==> src/rtl/sha256_mem_arbiter.sv <==
// Round-robin arbiter with burst lock that shares one synchronous word memory port
// among NUM_REQ sha256 cores; read data returns to the issuer two cycles after grant.
//   state     | meaning
//   ST_ARB    | round-robin search from rr_ptr, one access per cycle
//   ST_LOCKED | owner holds the port for a burst, other requesters wait
module sha256_mem_arbiter #(
  parameter int NUM_REQ = 2,
  parameter int ADDR_W  = 16,
  parameter int DATA_W  = 32
) (
  input  logic                      clk,
  input  logic                      reset_n,
  input  logic [NUM_REQ-1:0]        req,
  input  logic [NUM_REQ-1:0]        lock,
  input  logic [NUM_REQ-1:0]        we,
  input  logic [NUM_REQ*ADDR_W-1:0] addr,
  input  logic [NUM_REQ*DATA_W-1:0] wdata,
  output logic [NUM_REQ-1:0]        gnt,
  output logic [NUM_REQ-1:0]        rvalid,
  output logic [DATA_W-1:0]         rdata,
  output logic                      mem_clk,
  output logic                      mem_we,
  output logic [ADDR_W-1:0]         mem_addr,
  output logic [DATA_W-1:0]         mem_write_data,
  input  logic [DATA_W-1:0]         mem_read_data
);
  localparam int IDX_W = (NUM_REQ > 1) ? $clog2(NUM_REQ) : 1;

  typedef enum logic {ST_ARB, ST_LOCKED} state_t;

  state_t             state_q, state_d;
  logic [IDX_W-1:0]   rr_ptr_q, rr_ptr_d;
  logic [IDX_W-1:0]   owner_q, owner_d;
  logic               mem_we_q, mem_we_d;
  logic [ADDR_W-1:0]  mem_addr_q, mem_addr_d;
  logic [DATA_W-1:0]  mem_wdata_q, mem_wdata_d;
  logic               p0_vld_q, p0_vld_d, p1_vld_q, p1_vld_d;
  logic [IDX_W-1:0]   p0_id_q, p0_id_d, p1_id_q, p1_id_d;

  logic               found;
  logic [IDX_W-1:0]   pick;
  logic [IDX_W-1:0]   win;
  logic               grant_any;

  function automatic logic [IDX_W-1:0] next_idx(input logic [IDX_W-1:0] i);
    if (int'(i) >= NUM_REQ - 1) return '0;
    return i + IDX_W'(1);
  endfunction

  always_comb begin : rr_search
    int j;
    logic [IDX_W-1:0] cand;
    j     = 0;
    cand  = '0;
    found = 1'b0;
    pick  = rr_ptr_q;
    for (int k = 0; k < NUM_REQ; k++) begin
      j = int'(rr_ptr_q) + k;
      if (j >= NUM_REQ) j = j - NUM_REQ;
      cand = IDX_W'(j);
      if (!found && req[cand]) begin
        found = 1'b1;
        pick  = cand;
      end
    end
  end

  always_comb begin : fsm_next
    state_d   = state_q;
    rr_ptr_d  = rr_ptr_q;
    owner_d   = owner_q;
    win       = pick;
    grant_any = 1'b0;
    case (state_q)
      ST_ARB: begin
        if (found) begin
          grant_any = 1'b1;
          if (lock[pick]) begin
            state_d = ST_LOCKED;
            owner_d = pick;
          end else begin
            rr_ptr_d = next_idx(pick);
          end
        end
      end
      ST_LOCKED: begin
        win = owner_q;
        if (req[owner_q]) grant_any = 1'b1;
        if (!lock[owner_q]) begin
          state_d  = ST_ARB;
          rr_ptr_d = next_idx(owner_q);
        end
      end
      default: state_d = ST_ARB;
    endcase
    // A grant during the reset cycle would be silently dropped, so suppress it.
    if (!reset_n) grant_any = 1'b0;
  end

  always_comb begin : cmd_next
    mem_we_d    = 1'b0;
    mem_addr_d  = mem_addr_q;
    mem_wdata_d = mem_wdata_q;
    p0_vld_d    = 1'b0;
    p0_id_d     = win;
    p1_vld_d    = p0_vld_q;
    p1_id_d     = p0_id_q;
    if (grant_any) begin
      mem_we_d    = we[win];
      mem_addr_d  = addr[win*ADDR_W +: ADDR_W];
      mem_wdata_d = wdata[win*DATA_W +: DATA_W];
      p0_vld_d    = ~we[win];
    end
  end

  always_ff @(posedge clk) begin
    if (!reset_n) begin
      state_q     <= ST_ARB;
      rr_ptr_q    <= '0;
      owner_q     <= '0;
      mem_we_q    <= 1'b0;
      mem_addr_q  <= '0;
      mem_wdata_q <= '0;
      p0_vld_q    <= 1'b0;
      p0_id_q     <= '0;
      p1_vld_q    <= 1'b0;
      p1_id_q     <= '0;
    end else begin
      state_q     <= state_d;
      rr_ptr_q    <= rr_ptr_d;
      owner_q     <= owner_d;
      mem_we_q    <= mem_we_d;
      mem_addr_q  <= mem_addr_d;
      mem_wdata_q <= mem_wdata_d;
      p0_vld_q    <= p0_vld_d;
      p0_id_q     <= p0_id_d;
      p1_vld_q    <= p1_vld_d;
      p1_id_q     <= p1_id_d;
    end
  end

  assign gnt            = grant_any ? (NUM_REQ'(1) << win) : '0;
  assign rvalid         = (reset_n && p1_vld_q) ? (NUM_REQ'(1) << p1_id_q) : '0;
  assign rdata          = (reset_n && p1_vld_q) ? mem_read_data : '0;
  assign mem_clk        = clk;
  assign mem_we         = mem_we_q;
  assign mem_addr       = mem_addr_q;
  assign mem_write_data = mem_wdata_q;
endmodule

==> config.mk <==
export PLATFORM = sky130hd
export DESIGN_NAME = sha256_mem_arbiter
export DESIGN_NICKNAME = d
export VERILOG_FILES = /design/src/rtl/sha256_mem_arbiter.sv
export SDC_FILE = /design/constraint.sdc
export NUM_CORES = 1
export LEC_CHECK = 0
export ABC_CLOCK_PERIOD_IN_PS = 1420
export CAP_MARGIN = 20
export CORE_ASPECT_RATIO = 1.25
export CORE_MARGIN = 1.5
export CORE_UTILIZATION = 29
export CTS_CLUSTER_SIZE = 8
export DETAILED_ROUTE_END_ITERATION = 8
export PLACE_DENSITY = 0.82
export SETUP_SLACK_MARGIN = 0.2
export SYNTH_ARGS = -nofsm -noshare
export SYNTH_HDL_FRONTEND = slang
export SYNTH_SLANG_ARGS = --single-unit
==> constraint.sdc <==
create_clock -name clk -period 1.42 [get_ports clk]
set_input_delay 0.213 -clock clk [delete_from_list [all_inputs] [get_ports clk]]
set_output_delay 0.213 -clock clk [all_outputs]
set_load 0.02 [all_outputs]
==> impl_metrics.py <==
metrics = {
    "status": {
        "status": "complete, but fails checks",
        "violations": "setup timing",
    },
    "sta": {
        "fin_ws_ns": -0.238,
        "min_period_ns": 1.66,
        "setup_viol": 87,
        "hold_viol_final": 0,
        "hold_ws_ns": 0.288,
        "fin_crit_sh": 1.17,
        "finalSetupTns_ns": -9.61,
        "max_clock_freq_mhz": 603,
        "tightestPinTransition_ns": 0.395,
        "skew_ns": 0.00833,
        "slew_headroom": 0.737,
        "rsz0062_at_grt": "true",
        "drv_slew": 0,
    },
    "final_layout": {
        "antenna_cells": 0,
        "final_nets": 733,
        "n_fill_cell": 721,
        "syn2layout_area_growth_pct": 121,
        "fin_cells": 721,
        "drive_above_1_share": 0.371,
    },
    "floorplanning": {
        "die_area_sq_um": 9840,
        "die_w_um": 89.0,
        "rows": 39,
        "initial_utilization": 0.296,
        "fp.dieH_um": 111,
        "num_io_pins": 222,
        "core_area_sq_um": 9080,
    },
    "setup_path": {
        "required_ns": 1.21,
        "cp_max_fo": 3,
        "r2r_cells": 6,
        "rr_endpoint": "p0_vld_q",
        "rrSetupSlack_ns": -0.21,
        "crit_arrival_ns": 1.45,
        "end_kind": "output pin",
        "cp-start-kind": "flop",
        "path_class": "flop to output pin",
        "r2r-start": "rr_ptr_q",
    },
    "grt": {
        "antenna_found_initial": 0,
        "grt_pass1_wl_um": 16600,
        "grt_usage": 0.215,
        "grt_max_degree": 65,
        "grt_pass1_vias": 3503,
        "grt_overflow": 0,
    },
    "route": {
        "num_vias": 3739,
        "via_per_inst": 5.19,
        "ant_nets": 0,
        "first_pass_iters": 4,
        "drt-total-wl_um": 13400,
        "drtIter0Drc": 104,
        "drc_errors": 0,
        "wl_per_cell_um": 18.6,
    },
    "cts": {
        "clock_latency_ns": 0.40,
        "cts_hold_buf": 0,
        "cts_tree": "yes",
        "cts.clk_slew.worst_paths_ns": 0.07,
    },
    "power_and_ir_drop": {
        "vdd_drop_max_v": 0.000946,
        "leakage_uw": 0.00254,
        "p_per_area_nw_per_um2": 988,
    },
    "min_path": {
        "hold-path-endpoint": "mem_write_data[15]",
        "min_from": "reset_n",
        "hold_depth": 4,
        "hp-class": "primary input to flop",
    },
    "synthesis": {
        "syn_area_sq_um": 2680,
        "yosys.area.top_type_share": 0.418,
        "synthArstFlopShare": 0,
        "synth_edf_count": 0,
        "synthDistinctLibCells": 29,
        "syn_inst": 356,
        "synthFlopType": "dfxtp_1",
        "synth_area_leader_cell": "dfxtp_1",
        "syn_avg_cell_area_sq_um": 7.54,
        "synth_nets": 492,
        "yosysMostFrequentCell": "nand2_1",
        "synthTopCellsByCount": "100 x nand2_1, 56 x dfxtp_1, 50 x o21ai_0",
        "ys_warn_count": 0,
        "ys_seq_area_frac": 0.418,
        "ys_ff_latch": 56,
        "synth.area.top_cells": "dfxtp_1 42%, nand2_1 14%, a31oi_1 11%",
    },
    "place": {
        "place_hpwl_um": 7720,
        "portBuffers": 221,
        "gp_routability_congestion": 0.816,
        "place_inst": 687,
    },
    "flow_run": {
        "max_cap_viol_count": 0,
    },
}
==> worst max-delay path, stage by stage, from the launching register on <==
cell	delay, ns
dfxtp_4	0.38
nor2_4	0.04
o31ai_4	0.31
buf_6	0.16
nor2_4	0.03
buf_6	0.12
==> how the worst max path moves through the flow <==
stage,cells after the start,startpoint,slack [ns],to
2_1_floorplan,6,req[1],-0.07,owner_q
3_3_place_gp,9,req[1],-0.70,rr_ptr_q
3_5_place_dp,9,req[1],-0.76,rr_ptr_q
4_1_cts,5,rr_ptr_q,-0.22,gnt[0]
5_1_grt,6,state_q,-0.28,gnt[0]
6_report,5,rr_ptr_q,-0.24,gnt[0]
==> per-layer routing <==
metal	part of all wire	track usage	vias to the layer above
met5	0	0	-
met4	0.041	0.0872	0
met3	0.087	0.0643	47
met2	0.52	0.407	207
met1	0.35	0.207	1758
li1	-	-	1727
==> layout by cell type (no fill, tap or decap), drive strengths merged, types with 4 or more instances in the layout <==
cell           instances
nand2                101
and2                   4
dfxtp                 56
a31oi                 49
and3                  34
nor2                   6
clkdlybuf4s50        132
o21ai                 50
buf                  128
clkbuf                16
==> area by class of cell <==
class	instances	area (sq um)	share of cell area
clock buffers	10	239	0.0403
clock inverters	2	13.8	0.00232
repair buffers	267	2640	0.446
multi-input cells	262	1740	0.293
inverters	1	3.75	0.000633
flip-flops and latches	56	1130	0.191
well taps	123	154	0.0260
==> report_power, final <==
group / switching, uW / leakage, uW / total (uW) / internal, uW
registers: 118 / 0.000470 / 1880 / 1760
logic: 1060 / 0.00194 / 2090 / 1030
clock network: 695 / 0.000127 / 1880 / 1190
total: 1870 / 0.00254 / 5850 / 3980
==> cells by family (layout without fill, tap and decap cells) <==
| logic type | after synthesis | count (layout) | share of synthesized area |
|---|---|---|---|
| buf+inv | 38 | 280 | 0.0686 |
| flops | 56 | 56 | 0.418 |
| mux | 2 | 2 | 0.00793 |
| simple gates | 151 | 151 | 0.257 |
| compound gates | 109 | 109 | 0.248 |
==> what timing repair did <==
item,4_1_cts,5_1_grt
setup buffers,8,4
setup endpoints to repair,140,119
resized for setup,422,129
pin swaps,8,3
gates cloned,1,10
==> state kept, by name, indices dropped and copies added, names as in the netlist <==
signal	flops
p0_id_q	1
p0_vld_q	1
mem_we	1
rr_ptr_q	1
p1_id_q	1
mem_write_data	32
state_q	1
mem_addr	16
p1_vld_q	1
owner_q	1
==> through the flow <==
stage               total power, uW  worst slack, ns  area [sq um]  utilization
finish                         5850           -0.238          5930        0.653
global route                   6110           -0.283          5930        0.653
CTS                            5470           -0.218          5520        0.608
detailed placement             3780           -0.764          5110        0.563
global placement               3730           -0.698          5110        0.563
floorplan                      2860          -0.0672          2800            -
No activity file was read; power rests on OpenSTA's default activity.
